==> src/rtl/world_rect_writer_if.sv <==
// world_rect_writer_if
//   Request/response bundle between the game-control FSM and the world
//   rectangle writer, plus the world RAM write port the writer drives.
//   master : game control (drives the request, observes busy/done and the RAM port)
//   slave  : world_rect_writer
//   Signals:
//     start        request pulse, sampled only while the writer is idle
//     x0, y0       rectangle top-left corner in world coordinates
//     w, h         rectangle size in pixels
//     fill_color   3-bit colour stamped into every pixel
//     ram_address  RAM write address (y*WORLD_W + x)
//     ram_data     RAM write data
//     ram_wren     RAM write enable, one pixel per high cycle
//     busy         request in progress
//     done         single-cycle completion pulse
interface world_rect_writer_if #(
   parameter int AW = 18
) ();
   logic          start;
   logic [10:0]   x0;
   logic [6:0]    y0;
   logic [7:0]    w;
   logic [6:0]    h;
   logic [2:0]    fill_color;
   logic [AW-1:0] ram_address;
   logic [2:0]    ram_data;
   logic          ram_wren;
   logic          busy;
   logic          done;

   modport master (
      output start, x0, y0, w, h, fill_color,
      input  ram_address, ram_data, ram_wren, busy, done
   );

   modport slave (
      input  start, x0, y0, w, h, fill_color,
      output ram_address, ram_data, ram_wren, busy, done
   );
endinterface

==> src/rtl/world_rect_writer.sv <==
// world_rect_writer
//   Stamps a solid-colour rectangle into the 2000x120, 3-bit-per-pixel
//   scrolling world RAM, one pixel per clock in row-major order. The
//   rectangle is clipped to the world; nothing wraps into the next row.
//   Ports:
//     CLOCK_50  system clock, rising edge
//     reset     synchronous, active-high
//     bus       world_rect_writer_if slave modport (request in, RAM port and
//               busy/done out)
//   All outputs are registered; they are loaded from the next-state
//   decision so that each output matches the state being entered.
module world_rect_writer #(
   parameter int WORLD_W = 2000,
   parameter int WORLD_H = 120,
   parameter int AW      = 18
) (
   input  logic                CLOCK_50,
   input  logic                reset,
   world_rect_writer_if.slave  bus
);

   typedef enum logic [1:0] {
      IDLE  = 2'd0,
      SETUP = 2'd1,
      WRITE = 2'd2,
      DONE  = 2'd3
   } state_t;

   localparam logic [AW-1:0] STRIDE = AW'(WORLD_W);

   state_t        state_r, state_next_s;

   // latched request
   logic [10:0]   x0_r;
   logic [6:0]    y0_r;
   logic [7:0]    w_r;
   logic [6:0]    h_r;
   logic [2:0]    color_r;

   // raster cursor: (x_r, y_r) is the pixel currently on the RAM port
   logic [11:0]   x_r, x_next_s;
   logic [7:0]    y_r, y_next_s;
   logic [AW-1:0] row_base_r, row_base_next_s;
   logic [11:0]   x_end_r, x_end_s;
   logic [7:0]    y_end_r, y_end_s;

   // registered outputs
   logic [AW-1:0] ram_address_r, addr_next_s;
   logic [2:0]    ram_data_r;
   logic          ram_wren_r, wren_next_s;
   logic          busy_r;
   logic          done_r, done_next_s;

   logic          latch_s;
   logic          empty_s;
   logic          last_col_s;
   logic          last_row_s;
   logic [11:0]   x_sum_s;
   logic [7:0]    y_sum_s;
   logic [AW-1:0] setup_base_s;

   // Clip bounds, empty-request detection and next-state/datapath decisions.
   always_comb begin
      state_next_s    = state_r;
      x_next_s        = x_r;
      y_next_s        = y_r;
      row_base_next_s = row_base_r;
      addr_next_s     = ram_address_r;
      wren_next_s     = 1'b0;
      done_next_s     = 1'b0;
      latch_s         = 1'b0;

      // widened sums cannot overflow: 2047+255 < 4096, 127+127 < 256
      x_sum_s = {1'b0, x0_r} + {4'b0000, w_r};
      y_sum_s = {1'b0, y0_r} + {1'b0, h_r};
      if (x_sum_s > 12'(WORLD_W)) begin
         x_end_s = 12'(WORLD_W);
      end else begin
         x_end_s = x_sum_s;
      end
      if (y_sum_s > 8'(WORLD_H)) begin
         y_end_s = 8'(WORLD_H);
      end else begin
         y_end_s = y_sum_s;
      end

      empty_s = (w_r == 8'd0) || (h_r == 7'd0) ||
                (x0_r >= 11'(WORLD_W)) || (y0_r >= 7'(WORLD_H));

      // only multiply in the single SETUP cycle; the raster loop is incremental
      setup_base_s = AW'(y0_r) * STRIDE;

      last_col_s = (x_r == x_end_r - 12'd1);
      last_row_s = (y_r == y_end_r - 8'd1);

      case (state_r)
         IDLE: begin
            if (bus.start) begin
               latch_s      = 1'b1;
               state_next_s = SETUP;
            end else begin
               state_next_s = IDLE;
            end
         end
         SETUP: begin
            if (empty_s) begin
               state_next_s = DONE;
               done_next_s  = 1'b1;
            end else begin
               state_next_s    = WRITE;
               wren_next_s     = 1'b1;
               x_next_s        = {1'b0, x0_r};
               y_next_s        = {1'b0, y0_r};
               row_base_next_s = setup_base_s;
               addr_next_s     = setup_base_s + AW'(x0_r);
            end
         end
         WRITE: begin
            if (last_col_s && last_row_s) begin
               state_next_s = DONE;
               done_next_s  = 1'b1;
            end else if (last_col_s) begin
               state_next_s    = WRITE;
               wren_next_s     = 1'b1;
               x_next_s        = {1'b0, x0_r};
               y_next_s        = y_r + 8'd1;
               row_base_next_s = row_base_r + STRIDE;
               addr_next_s     = row_base_r + STRIDE + AW'(x0_r);
            end else begin
               state_next_s = WRITE;
               wren_next_s  = 1'b1;
               x_next_s     = x_r + 12'd1;
               addr_next_s  = row_base_r + AW'(x_r + 12'd1);
            end
         end
         DONE: begin
            state_next_s = IDLE;
         end
         default: begin
            state_next_s = IDLE;
         end
      endcase
   end

   // State, cursor and output registers; reset clears everything to idle.
   always_ff @(posedge CLOCK_50) begin
      if (reset) begin
         state_r       <= IDLE;
         x_r           <= 12'd0;
         y_r           <= 8'd0;
         row_base_r    <= '0;
         x_end_r       <= 12'd0;
         y_end_r       <= 8'd0;
         ram_address_r <= '0;
         ram_data_r    <= 3'd0;
         ram_wren_r    <= 1'b0;
         busy_r        <= 1'b0;
         done_r        <= 1'b0;
      end else begin
         state_r       <= state_next_s;
         x_r           <= x_next_s;
         y_r           <= y_next_s;
         row_base_r    <= row_base_next_s;
         if (state_r == SETUP) begin
            x_end_r <= x_end_s;
            y_end_r <= y_end_s;
         end
         ram_address_r <= addr_next_s;
         if (wren_next_s) begin
            ram_data_r <= color_r;
         end
         ram_wren_r    <= wren_next_s;
         busy_r        <= (state_next_s != IDLE);
         done_r        <= done_next_s;
      end
   end

   // Request latch; later input changes cannot disturb a running request.
   always_ff @(posedge CLOCK_50) begin
      if (reset) begin
         x0_r    <= 11'd0;
         y0_r    <= 7'd0;
         w_r     <= 8'd0;
         h_r     <= 7'd0;
         color_r <= 3'd0;
      end else if (latch_s) begin
         x0_r    <= bus.x0;
         y0_r    <= bus.y0;
         w_r     <= bus.w;
         h_r     <= bus.h;
         color_r <= bus.fill_color;
      end
   end

   assign bus.ram_address = ram_address_r;
   assign bus.ram_data    = ram_data_r;
   assign bus.ram_wren    = ram_wren_r;
   assign bus.busy        = busy_r;
   assign bus.done        = done_r;

endmodule

==> src/flat_wrapper.sv <==
// flat-port wrapper written by rule: the top's interface ports become plain ports
module world_rect_writer_flat 
#(
   parameter int WORLD_W = 2000,
   parameter int WORLD_H = 120,
   parameter int AW      = 18
)
  (CLOCK_50, reset, bus_start, bus_x0, bus_y0, bus_w, bus_h, bus_fill_color, bus_ram_address, bus_ram_data, bus_ram_wren, bus_busy, bus_done);
  world_rect_writer_if #(.AW(AW)) bus_i ();
  input  logic CLOCK_50;
  input  logic reset;
  input wire logic [$bits(bus_i.start)-1:0] bus_start;
  input wire logic [$bits(bus_i.x0)-1:0] bus_x0;
  input wire logic [$bits(bus_i.y0)-1:0] bus_y0;
  input wire logic [$bits(bus_i.w)-1:0] bus_w;
  input wire logic [$bits(bus_i.h)-1:0] bus_h;
  input wire logic [$bits(bus_i.fill_color)-1:0] bus_fill_color;
  output wire logic [$bits(bus_i.ram_address)-1:0] bus_ram_address;
  output wire logic [$bits(bus_i.ram_data)-1:0] bus_ram_data;
  output wire logic [$bits(bus_i.ram_wren)-1:0] bus_ram_wren;
  output wire logic [$bits(bus_i.busy)-1:0] bus_busy;
  output wire logic [$bits(bus_i.done)-1:0] bus_done;
  assign bus_i.start = bus_start;
  assign bus_i.x0 = bus_x0;
  assign bus_i.y0 = bus_y0;
  assign bus_i.w = bus_w;
  assign bus_i.h = bus_h;
  assign bus_i.fill_color = bus_fill_color;
  assign bus_ram_address = bus_i.ram_address;
  assign bus_ram_data = bus_i.ram_data;
  assign bus_ram_wren = bus_i.ram_wren;
  assign bus_busy = bus_i.busy;
  assign bus_done = bus_i.done;
  world_rect_writer #(.WORLD_W(WORLD_W), .WORLD_H(WORLD_H), .AW(AW)) u_core (.CLOCK_50(CLOCK_50), .reset(reset), .bus(bus_i));
endmodule
==> config.mk <==
export PLATFORM = sky130hd
export DESIGN_NAME = world_rect_writer_flat
export DESIGN_NICKNAME = d
export VERILOG_FILES = /design/src/rtl/world_rect_writer_if.sv /design/src/rtl/world_rect_writer.sv /design/src/flat_wrapper.sv
export SDC_FILE = /design/constraint.sdc
export NUM_CORES = 1
export LEC_CHECK = 0
export BUFFER_PORTS_ARGS = -buffer_cell sky130_fd_sc_hd__clkbuf_2
export CAP_MARGIN = 20
export CORE_MARGIN = 5
export CORE_UTILIZATION = 40
export CTS_CLUSTER_DIAMETER = 40
export DETAILED_ROUTE_END_ITERATION = 12
export REMOVE_ABC_BUFFERS = 1
export SLEW_MARGIN = 20
export SYNTH_ARGS = -nofsm -noshare
export SYNTH_HDL_FRONTEND = slang
export SYNTH_SLANG_ARGS = --single-unit
==> constraint.sdc <==
create_clock -name CLOCK_50 -period 6.8 [get_ports CLOCK_50]
set_clock_uncertainty 0.1 [all_clocks]
set_input_delay 0.34 -clock CLOCK_50 [delete_from_list [all_inputs] [get_ports CLOCK_50]]
set_output_delay 0.34 -clock CLOCK_50 [all_outputs]
set_load 0.01 [all_outputs]
==> flow_metrics.tcl <==
set metrics [dict create \
    hold_violations 0 \
    critical_path_class "flop to flop" \
    hp-start "bus_h[6]" \
    routed_wl_um 24100 \
    finalMaxSlewViolations 0 \
    routedWlPerCell_um 16.2 \
    area_growth_pct 11.5 \
    ctsResizeCount 0 \
    ctsHoldBuffers 0 \
    initial_utilization 0.405 \
    pin_count 63 \
    numPortBuffers 62 \
    use_met1 0.245 \
    netlist_area_um2 9150 \
    finalInstanceArea_um2 10200 \
    cp_slowest_stage_delay_ns 0.54 \
    worst_path_most_repeated_cell "fa_1" \
    end_kind "flop" \
    yosysTopAreaCell "dfxtp_1" \
    coreArea_um2 22600 \
    syn_avg_cell_area_um2 7.87 \
    tightest_slew_ns 1.11 \
    relSlewSlack 0.257 \
    peakVddDrop_mv 0.160 \
    cap_viol_max_count 0 \
    synth.most_common_cell "nand2_1" \
    die_w_um 161 \
    cts_tree "yes" \
    cellPowerDensity_nw_per_um2 262 \
    die_h_um 161 \
    synth_edf_count 0 \
    crit_chain "fa_1 > fa_1 > inv_1 > fa_1 > fa_1 > inv_1 > ha_1 > a21oi_1 > nor2b_1 > o31ai_1 > mux2i_1 > nor2_1 > nor4_1 > xnor2_1 > nor3_1 > nor3_1" \
    clock_sinks 114 \
    drive_gt1_frac 0.0988 \
    crit-reg2reg-launch "u_core.y0_r[1]$_SDFFE_PP0P_" \
    critical_path_required_ns 7.05 \
    finalSetupViolations 0 \
    grt_pass1_wl_um 39300 \
    setup.worst_path.start_class "flop" \
    overflow 0 \
    vias 8274 \
    htree_levels 4 \
    synth.top_cell.area_share 0.249 \
    ys_seq_area_frac 0.249 \
    grt_pass1_vias 7638 \
    ys_seq_elements 114 \
    post-route-period-util 0.734 \
    met2_usage 0.314 \
    crit_start "u_core.y0_r[1]$_SDFFE_PP0P_" \
    async_flop_share 0 \
    cp_data_arrival_time_ns 5.24 \
    drc 0 \
    ys.flop_type "dfxtp_1" \
    nets 1338 \
    antenna_cells 0 \
    yosysWarningCount 0 \
    cts_made_buffers 17 \
    outcome "finished, final reports clean" \
    postCtsSetupRepairBufs 0 \
    yosysUniqueCellTypes 79 \
    gp_congestion 0.873 \
    rsz0062_at_grt "false" \
    grt_use_met3 0.0339 \
    grt_busiest_layer "met2" \
    total_leakage_power_nw 4.35 \
    tns_ns 0 \
    dieArea_um2 26000 \
    synthTopCellsByCount "nand2_1 (160), dfxtp_1 (114), a21oi_1 (113)" \
    place_hpwl_um 17700 \
    min-delay-path-class "input port to flop" \
    gr-usage-all-layers 0.185 \
    via_per_inst 5.55 \
    ant_nets 0 \
    cp_max_fo 8 \
    firstDrtPassIters 5 \
    crit_slowest_cell "dfxtp_1" \
    cts_root_buffer "clkbuf_16" \
    fmax_mhz 200 \
    critPathTopFamily "adder cells" \
    clkTransAtPathRegs_ns 0.06 \
    placed_cell_area_um2 9600 \
    netlist_instances 1163 \
    critPathBufInv 2 \
    fin_crit_ns 4.99 \
    ys_top_cells_by_area "dfxtp_1 (25%), ha_1 (11%), nand2_1 (6.6%), a21oi_1 (6.2%), fa_1 (4.6%)" \
    antenna_found_initial 0 \
    grt_max_degree 86 \
    clk_latency_ns 0.42 \
    rows 55 \
    drtIter0Drc 595 \
    hold_slack_ns 0.0338 \
    cts_max_path_buffers 2 \
]
## per-stage QoR
stage          utilization  worst slack (ns)  total power [mW]  std cells
6_report             0.452              1.81              2.67       1490
5_1_grt              0.452              1.45              2.87       1490
4_1_cts              0.451              1.74              2.69       1489
3_5_place_dp         0.425              1.75              1.80       1459
3_3_place_gp         0.425              1.88              1.78       1459
2_1_floorplan            -              2.10              1.53       1105
## worst min-delay path: cells and delay by family
family / cells / cell delay (ns)
simple gates: 1 / 0.04
buf+inv: 1 / 0.08
compound gates: 1 / 0.05
## metal layers
| metal | routed length (um) | up-vias |
|---|---|---|
| met1 | 11200 | 3910 |
| li1 | - | 4172 |
| met5 | 0 | - |
| met4 | 262 | 0 |
| met2 | 11600 | 172 |
| met3 | 1010 | 20 |
## cell type report
cell class | count | area, um2
clock buffer | 20 | 457
clock inverter | 10 | 111
fill | 2310 | 12400
inverter | 66 | 248
multi-input combinational | 925 | 6350
sequential | 114 | 2280
tap | 285 | 357
timing repair buffer | 70 | 390
## registers in the layout, summed over array words and instances (netlist names)
name	flops
u_core.x_r	12
u_core.bus.busy	1
u_core.y_end_r	8
u_core.h_r	7
u_core.bus.done	1
u_core.bus.ram_data	3
u_core.w_r	8
u_core.row_base_r	14
u_core.bus.ram_address	16
u_core.color_r	3
u_core.bus.ram_wren	1
u_core.y0_r	7
u_core.state_r	2
u_core.x0_r	11
u_core.y_r	8
u_core.x_end_r	12
## power breakdown
group	switching [mW]	internal [mW]	leakage (nW)	total (mW)
Sequential	0.0957	0.737	0.930	0.832
Clock	0.322	0.551	0.274	0.873
Combinational	0.565	0.400	3.15	0.965
## cell families after synthesis
family                     count (synthesis)  share of synthesized area
AOI/OAI and AO/OA                        333                      0.231
xor gates and xnor gates                  85                     0.0822
adders and majority gates                105                      0.161
buffers and inverters                    124                     0.0565
DFF                                      114                      0.249
muxes                                     18                     0.0197
other                                      1                   0.000410
and+or+nand+nor                          383                      0.200
## worst paths after layout
path / endpoint / slack [ns] / depth (start not counted)
worst max register to register: u_core.bus.ram_address[17]$_SDFFE_PP0P_ / 1.81 / 16
worst max-delay path: u_core.bus.ram_address[17]$_SDFFE_PP0P_ / 1.81 / 16
worst min register to register: u_core.color_r[1]$_SDFFE_PP0P_ / 0.36 / 2
worst min-delay path: u_core.h_r[6]$_SDFFE_PP0P_ / 0.03 / 3
## cell usage in the layout, fill, tap and decap left out, types with 26 or more instances in the layout
master | Yosys | routed
xor2_1 | 38 | 38
clkbuf_2 | 0 | 61
inv_1 | 66 | 66
nand2_1 | 160 | 160
nor3_1 | 26 | 26
nor2_1 | 81 | 81
nand3_1 | 26 | 26
dfxtp_1 | 114 | 114
o21ai_0 | 72 | 72
ha_1 | 84 | 83
a21oi_1 | 113 | 113
xnor2_1 | 46 | 46
No activity file was read; power rests on OpenSTA's default activity.
